$ cat config.mk
export PLATFORM = sky130hd
export DESIGN_NAME = butterfly_ctrl
export DESIGN_NICKNAME = d
export VERILOG_FILES = /design/src/rtl/butterfly_ctrl.sv
export SDC_FILE = /design/constraint.sdc
export NUM_CORES = 1
export LEC_CHECK = 0
export CAP_MARGIN = 30
export CORE_ASPECT_RATIO = 1.1
export CORE_MARGIN = 2
export CORE_UTILIZATION = 53
export CTS_CLUSTER_DIAMETER = 60
export CTS_CLUSTER_SIZE = 10
export DETAILED_ROUTE_END_ITERATION = 6
export PLACE_DENSITY = 0.9
export SYNTH_ARGS = -nofsm -noshare
export SYNTH_HDL_FRONTEND = slang
export SYNTH_SLANG_ARGS = --single-unit
$ cat constraint.sdc
create_clock -name clk -period 3.85 [get_ports clk]
set_clock_uncertainty 0.15 [all_clocks]
set_input_delay 0.9625 -clock clk [delete_from_list [all_inputs] [get_ports clk]]
set_output_delay 0.9625 -clock clk [all_outputs]
set_load 0.02 [all_outputs]
$ cat src/rtl/butterfly_ctrl.sv
// Row-flow controller for a 4-stage (32/16/8/4-point) butterfly pipeline.
// Optional sticky protocol-error flag is built when BUTTERFLY_CTRL_ERR_EN is defined.
module butterfly_ctrl (
   input  logic       clk,
   input  logic       rst_n,
   input  logic       start,
   input  logic [1:0] size,
   input  logic       in_valid,
   output logic       in_ready,
   input  logic       out_ready,
   output logic       en_32,
   output logic       en_16,
   output logic       en_8,
   output logic       en_4,
   output logic       out_valid,
   output logic       out_last,
   output logic       busy,
   output logic       done,
   output logic       err
);

   typedef enum logic [1:0] {IDLE, RUN, FLUSH, DONE} state_t;

   state_t     state;
   state_t     state_nx;
   logic [1:0] size_q;
   logic [4:0] cnt;
   logic [4:0] last_idx;
   logic [3:0] v;
   logic [3:0] l;
   logic       adv;
   logic       accept;
   logic       is_last;

   always_comb begin
      case (size_q)
         2'd0:    last_idx = 5'd3;
         2'd1:    last_idx = 5'd7;
         2'd2:    last_idx = 5'd15;
         default: last_idx = 5'd31;
      endcase
   end

   // Valid/ready: a row moves across an interface in any cycle where both
   // valid and ready are high; the whole pipeline advances as one unit.
   assign adv      = !v[3] || out_ready;
   assign in_ready = (state == RUN) && adv;
   assign accept   = in_valid && in_ready;
   assign is_last  = (cnt == last_idx);

   always_ff @(posedge clk or negedge rst_n) begin
      if (!rst_n) state <= IDLE;
      else        state <= state_nx;
   end

   always_comb begin
      state_nx = state;
      case (state)
         IDLE:    if (start) state_nx = RUN;
         RUN:     if (accept && is_last) state_nx = FLUSH;
         FLUSH:   if (v == 4'b0000) state_nx = DONE;
         default: state_nx = IDLE;
      endcase
   end

   always_ff @(posedge clk or negedge rst_n) begin
      if (!rst_n) begin
         size_q <= 2'd0;
         cnt    <= 5'd0;
      end else if (state == IDLE && start) begin
         size_q <= size;
         cnt    <= 5'd0;
      end else if (accept) begin
         cnt <= cnt + 5'd1;
      end
   end

   always_ff @(posedge clk or negedge rst_n) begin
      if (!rst_n) begin
         v <= 4'b0000;
         l <= 4'b0000;
      end else if (adv) begin
         v <= {v[2:0], accept};
         l <= {l[2:0], accept && is_last};
      end
   end

   assign en_32     = v[0] && (size_q == 2'd3);
   assign en_16     = v[1] && size_q[1];
   assign en_8      = v[2] && (size_q != 2'd0);
   assign en_4      = v[3];
   assign out_valid = v[3];
   assign out_last  = v[3] && l[3];
   assign busy      = (state != IDLE);
   assign done      = (state == DONE);

`ifdef BUTTERFLY_CTRL_ERR_EN
   logic err_q;
   always_ff @(posedge clk or negedge rst_n) begin
      if (!rst_n)                       err_q <= 1'b0;
      else if (start && state != IDLE) err_q <= 1'b1;
   end
   assign err = err_q;
`else
   assign err = 1'b0;
`endif

endmodule

==> Word-level counts from Yosys, hierarchy flattened <==
Cells that the tools add are included.
{ "word_totals": {"reg_bits": 17, "wordCells": 40} }
{ "classes": {"add_sub_neg": 1, "n_eq_ne": 10, "muxes": 7, "reduce_logical": 17} }
{ "ops": {"columns": ["cell", "n"], "rows": [
  ["5-bit one-hot mux with 3 select lines", 1],
  ["5-bit two-way mux", 2],
  ["2-bit equality test (second input constant)", 4],
  ["1-bit logical AND", 8],
  ["2-bit two-way mux", 3],
  ["2-bit one-hot mux with 3 select lines", 1],
  ["2-bit nonzero test", 3],
  ["5-bit by 1-bit adder with 5-bit output (second input constant)", 1],
  ["5-bit equality test", 1],
  ["2-bit by 1-bit equality test with 1-bit output (second input constant)", 2],
  ["2-bit zero test", 2],
  ["4-bit zero test", 1],
  ["2-bit inequality test (second input constant)", 2],
  ["3-bit AND reduction", 1],
  ["2-bit by 1-bit inequality test with 1-bit output (second input constant)", 1],
  ["1-bit zero test", 1],
  ["1-bit logical OR", 1]
]} }

==> Depth between registers and ports, before layout <==
{ "depth": {"ltp_word": 7, "depth_mapped": 6, "ltp_nobuf": 6} }

==> Least setup slack after synthesis <==
Ideal clock, no wire load.
{ "synth_timing": {"kind": "input port to output port", "startpoint": "input out_ready", "endpoint": "output in_ready", "t_arrival_ps": 1611, "required_time_ps": 2738, "path_slack_ps": 1127, "path_stages": 3, "path_buffers": 1, "path_cell_list": "and2b_1 clkbuf_1 nor2_1"} }
{ "synth_via": {"elab_chain_cells": 2} }
{ "synth_rtl": {"columns": ["element", "line_no", "source"], "rows": [
  ["start: declaration", "10", "input logic out_ready,"],
  ["1-bit logical OR", "46", "assign adv = !v[3] || out_ready;"],
  ["1-bit logical AND", "47", "assign in_ready = (state == RUN) && adv;"],
  ["end: declaration", "9", "output logic in_ready,"]
]} }
No other way between the ends.

==> Final worst setup path <==
Same ends and word-level chain as after synthesis.

==> results.cfg <==
[global_routing]
grt-busiest-layer = met2
antenna_found_initial = 0
grt_pass1_vias = 691
grt_first_pass_wirelength_um = 2850
grt_usage_pct = 19.5
grt_max_degree = 18
grt.met3_usage_pct = 5.00
grt_use_met2_pct = 34.6
globalRouteOverflowTotal = 0
met1_usage_pct = 22.3

[layout]
fin_cells = 124
fin_area_um2 = 1080
drive_above_1_share_pct = 7.48
n_antenna_cell = 0
nets = 120
fill_cells = 120
syn_to_final_growth_pct = 20.0

[yosys]
ys_seq_elements = 17
yosysSeqAreaShare_pct = 47.3
synth_cell_types = 29
synth_area_um2 = 900
syn_avg_cell_area_um2 = 9.78
ys_warn_count = 0
synth_cells = 92
synth_nets = 104

[critical_path]
crit_path_frequent_cell = clkdlybuf4s50_1
arrival_ps = 2390
crit_fanout = 2
critPathKind = in2out
crit_required_ps = 2740
cp-start-kind = primary input
path_buf_inv = 2
endpoint_kind = output port
critical-path-top-delay-family = buffers and inverters
critical_path.cell_chain = clkdlybuf4s50_1, and2b_1, nor2_1, clkdlybuf4s50_1
cp_slowest_cell = clkdlybuf4s50_1
critical_path.max_stage_delay_ps = 630

[clock_tree]
ctsResizeCount = 0
htreeDepth = 1
cts_setup_buffers = 0
hold_buffers = 0
clkLatencyLatePin_ps = 290
clock-sinks = 17
cts-root-buf = clkbuf_4
numCtsBuffers = 3
cts_tree = done
clock_path_buffers = 2
clk_pin_slew_worst_paths_ps = 100

[power_and_ir_drop]
finalPower_mw = 0.730
internal_power_mw = 0.439
power_density_nw_per_um2 = 676
switching_share_pct = 39.9
clock_power_share_pct = 13.1
leakage_nw = 0.534
power_frac_comb_pct = 47.3
ir_worst_vdd_mv = 0.328
p_switching_mw = 0.291
pwr-share-seq_pct = 39.6

[detailed_routing]
viasPerCell = 5.48
initialDrtViolationCount = 4
wl_per_cell_um = 13.8
ant_nets = 0
wl_um = 1710
drc = 0
vias = 679
dr.pass1.iters = 4

[sta]
worst_slack_ps = 350
rsz0062_at_grt = false
setup_viol = 0
period_minus_slack_ps = 3500
max_clock_freq_ghz = 0.286
relSlewSlack_pct = 50.5
period_share_pct = 90.9
finalHoldViolCount = 0
worst_pin_slew_ps = 740
fin_tns_setup_ps = 0
slew_viol_final = 0

[place]
gp_congestion = 0.829
pre_cts_ws_ps = 392
dp_hpwl_um = 1280
place_inst = 120
postPlaceCellArea_um2 = 1050
port_buffers = 15

[floorplan]
core_area_um2 = 1580
rows = 15
dieArea_um2 = 2040
initial_core_util_pct = 57.1
die_y_um = 47.2
die_w_um = 43.3
io_pins = 17

[run_status]
status = finished, final reports clean

[worst_hold_path]
hold_class = reg2reg

[job]
maxCapViolations = 0
==> cells in the final DEF (no fill, tap or decap), drive strengths merged, types with 2 or more instances in the layout <==
| cell | count |
|---|---|
| inv | 5 |
| mux2i | 2 |
| xor2 | 4 |
| dfrtp | 17 |
| nand2 | 17 |
| o21a | 2 |
| nor2 | 8 |
| and2 | 3 |
| ha | 5 |
| or3 | 2 |
| mux2 | 3 |
| clkbuf | 3 |
| nand2b | 2 |
| clkdlybuf4s50 | 15 |
| o21ai | 4 |
| and3 | 2 |
| nand3 | 2 |
==> cell usage after synthesis <==
cell | n | share of area [%]
o41ai_1 | 1 | 0.97
and2_1 | 3 | 2.1
nand3_1 | 2 | 1.1
conb_1 | 1 | 0.42
o311ai_2 | 1 | 1.8
and2b_1 | 1 | 0.83
o21ai_1 | 2 | 1.1
nand2_4 | 1 | 1.3
mux2i_1 | 2 | 2.2
o22ai_1 | 1 | 0.70
xnor2_1 | 1 | 0.97
nand2_1 | 16 | 6.7
inv_1 | 5 | 2.1
or3_1 | 2 | 1.4
nor3_1 | 1 | 0.56
nor4b_1 | 1 | 0.97
dfrtp_1 | 17 | 47
nand2b_1 | 2 | 1.4
nor2_1 | 8 | 3.3
buf_4 | 2 | 1.7
mux2_4 | 1 | 1.7
clkbuf_1 | 3 | 1.3
and3_1 | 2 | 1.4
o21a_1 | 2 | 1.7
o21ai_0 | 2 | 1.1
mux2_1 | 2 | 2.5
nand4_1 | 1 | 0.70
xor2_1 | 4 | 3.9
ha_1 | 5 | 7.0
==> flip-flops by register name (all words and copies together) (netlist names) <==
signal  count
state       2
cnt         5
size_q      2
v           4
l           4
==> worst min-delay path, delay by kind of cell, from the launching register on <==
| family | cells | cell delay (ps) |
|---|---|---|
| DFF | 1 | 350 |
| and+or+nand+nor | 2 | 100 |
==> power groups by stage <==
| stage | Sequential (mW) | Clock, mW | Combinational [mW] |
|---|---|---|---|
| 3_5_place_dp | 0.291 | 0 | 0.346 |
| 5_1_grt | 0.295 | 0.105 | 0.381 |
| 3_3_place_gp | 0.284 | 0 | 0.331 |
| 2_1_floorplan | 0.277 | 0 | 0.243 |
| 6_report | 0.289 | 0.0958 | 0.345 |
| 4_1_cts | 0.287 | 0.0980 | 0.348 |
==> logic make-up after synthesis <==
kind of cell	synth area share [%]
AO/OA/AOI/OAI	7.37
XOR/XNOR	4.87
adder cells (fa/ha/maj)	6.95
buffers and inverters	5.01
flip-flops	47.3
multiplexers	6.40
other	0.417
AND/OR/NAND/NOR	21.7
==> final cells by class <==
| class | instances | area, um2 | share of cell area [%] |
|---|---|---|---|
| multi-input combinational | 65 | 429 | 39.7 |
| sequential | 17 | 425 | 39.4 |
| timing repair buffer | 16 | 158 | 14.6 |
| clock buffer | 3 | 22.5 | 2.09 |
| tap | 17 | 21.3 | 1.97 |
| inverter | 5 | 18.8 | 1.74 |
| clock inverter | 1 | 5.00 | 0.463 |
==> stage by stage <==
step	util, %	hold slack, ps
after floorplan	-	281
after global placement	66.7	295
after detailed placement	66.7	315
after CTS	68.5	338
after global routing	68.5	364
final	68.5	331
==> routing by layer <==
layer  wire [um]  share of wire [%]  up-vias
met5           0                  0        -
met4          23                1.3        0
met3          79                4.6        3
met2         855                 50       23
met1         755                 44      321
li1            -                  -      332
==> final timing paths <==
| check | slack [ps] | start | cells after the start | endpoint |
|---|---|---|---|---|
| max in group asynchronous | 2140 | rst_n | 1 | l[0] |
| hold reg to reg | 330 | l[3] | 2 | l[3] |
| hold / removal | 330 | l[3] | 2 | l[3] |
| setup / recovery | 350 | out_ready | 4 | in_ready |
| min in group asynchronous | 950 | rst_n | 1 | state[0] |
| setup reg to reg | 2000 | state[1] | 5 | state[1] |
(Power assumes the default switching activity.)
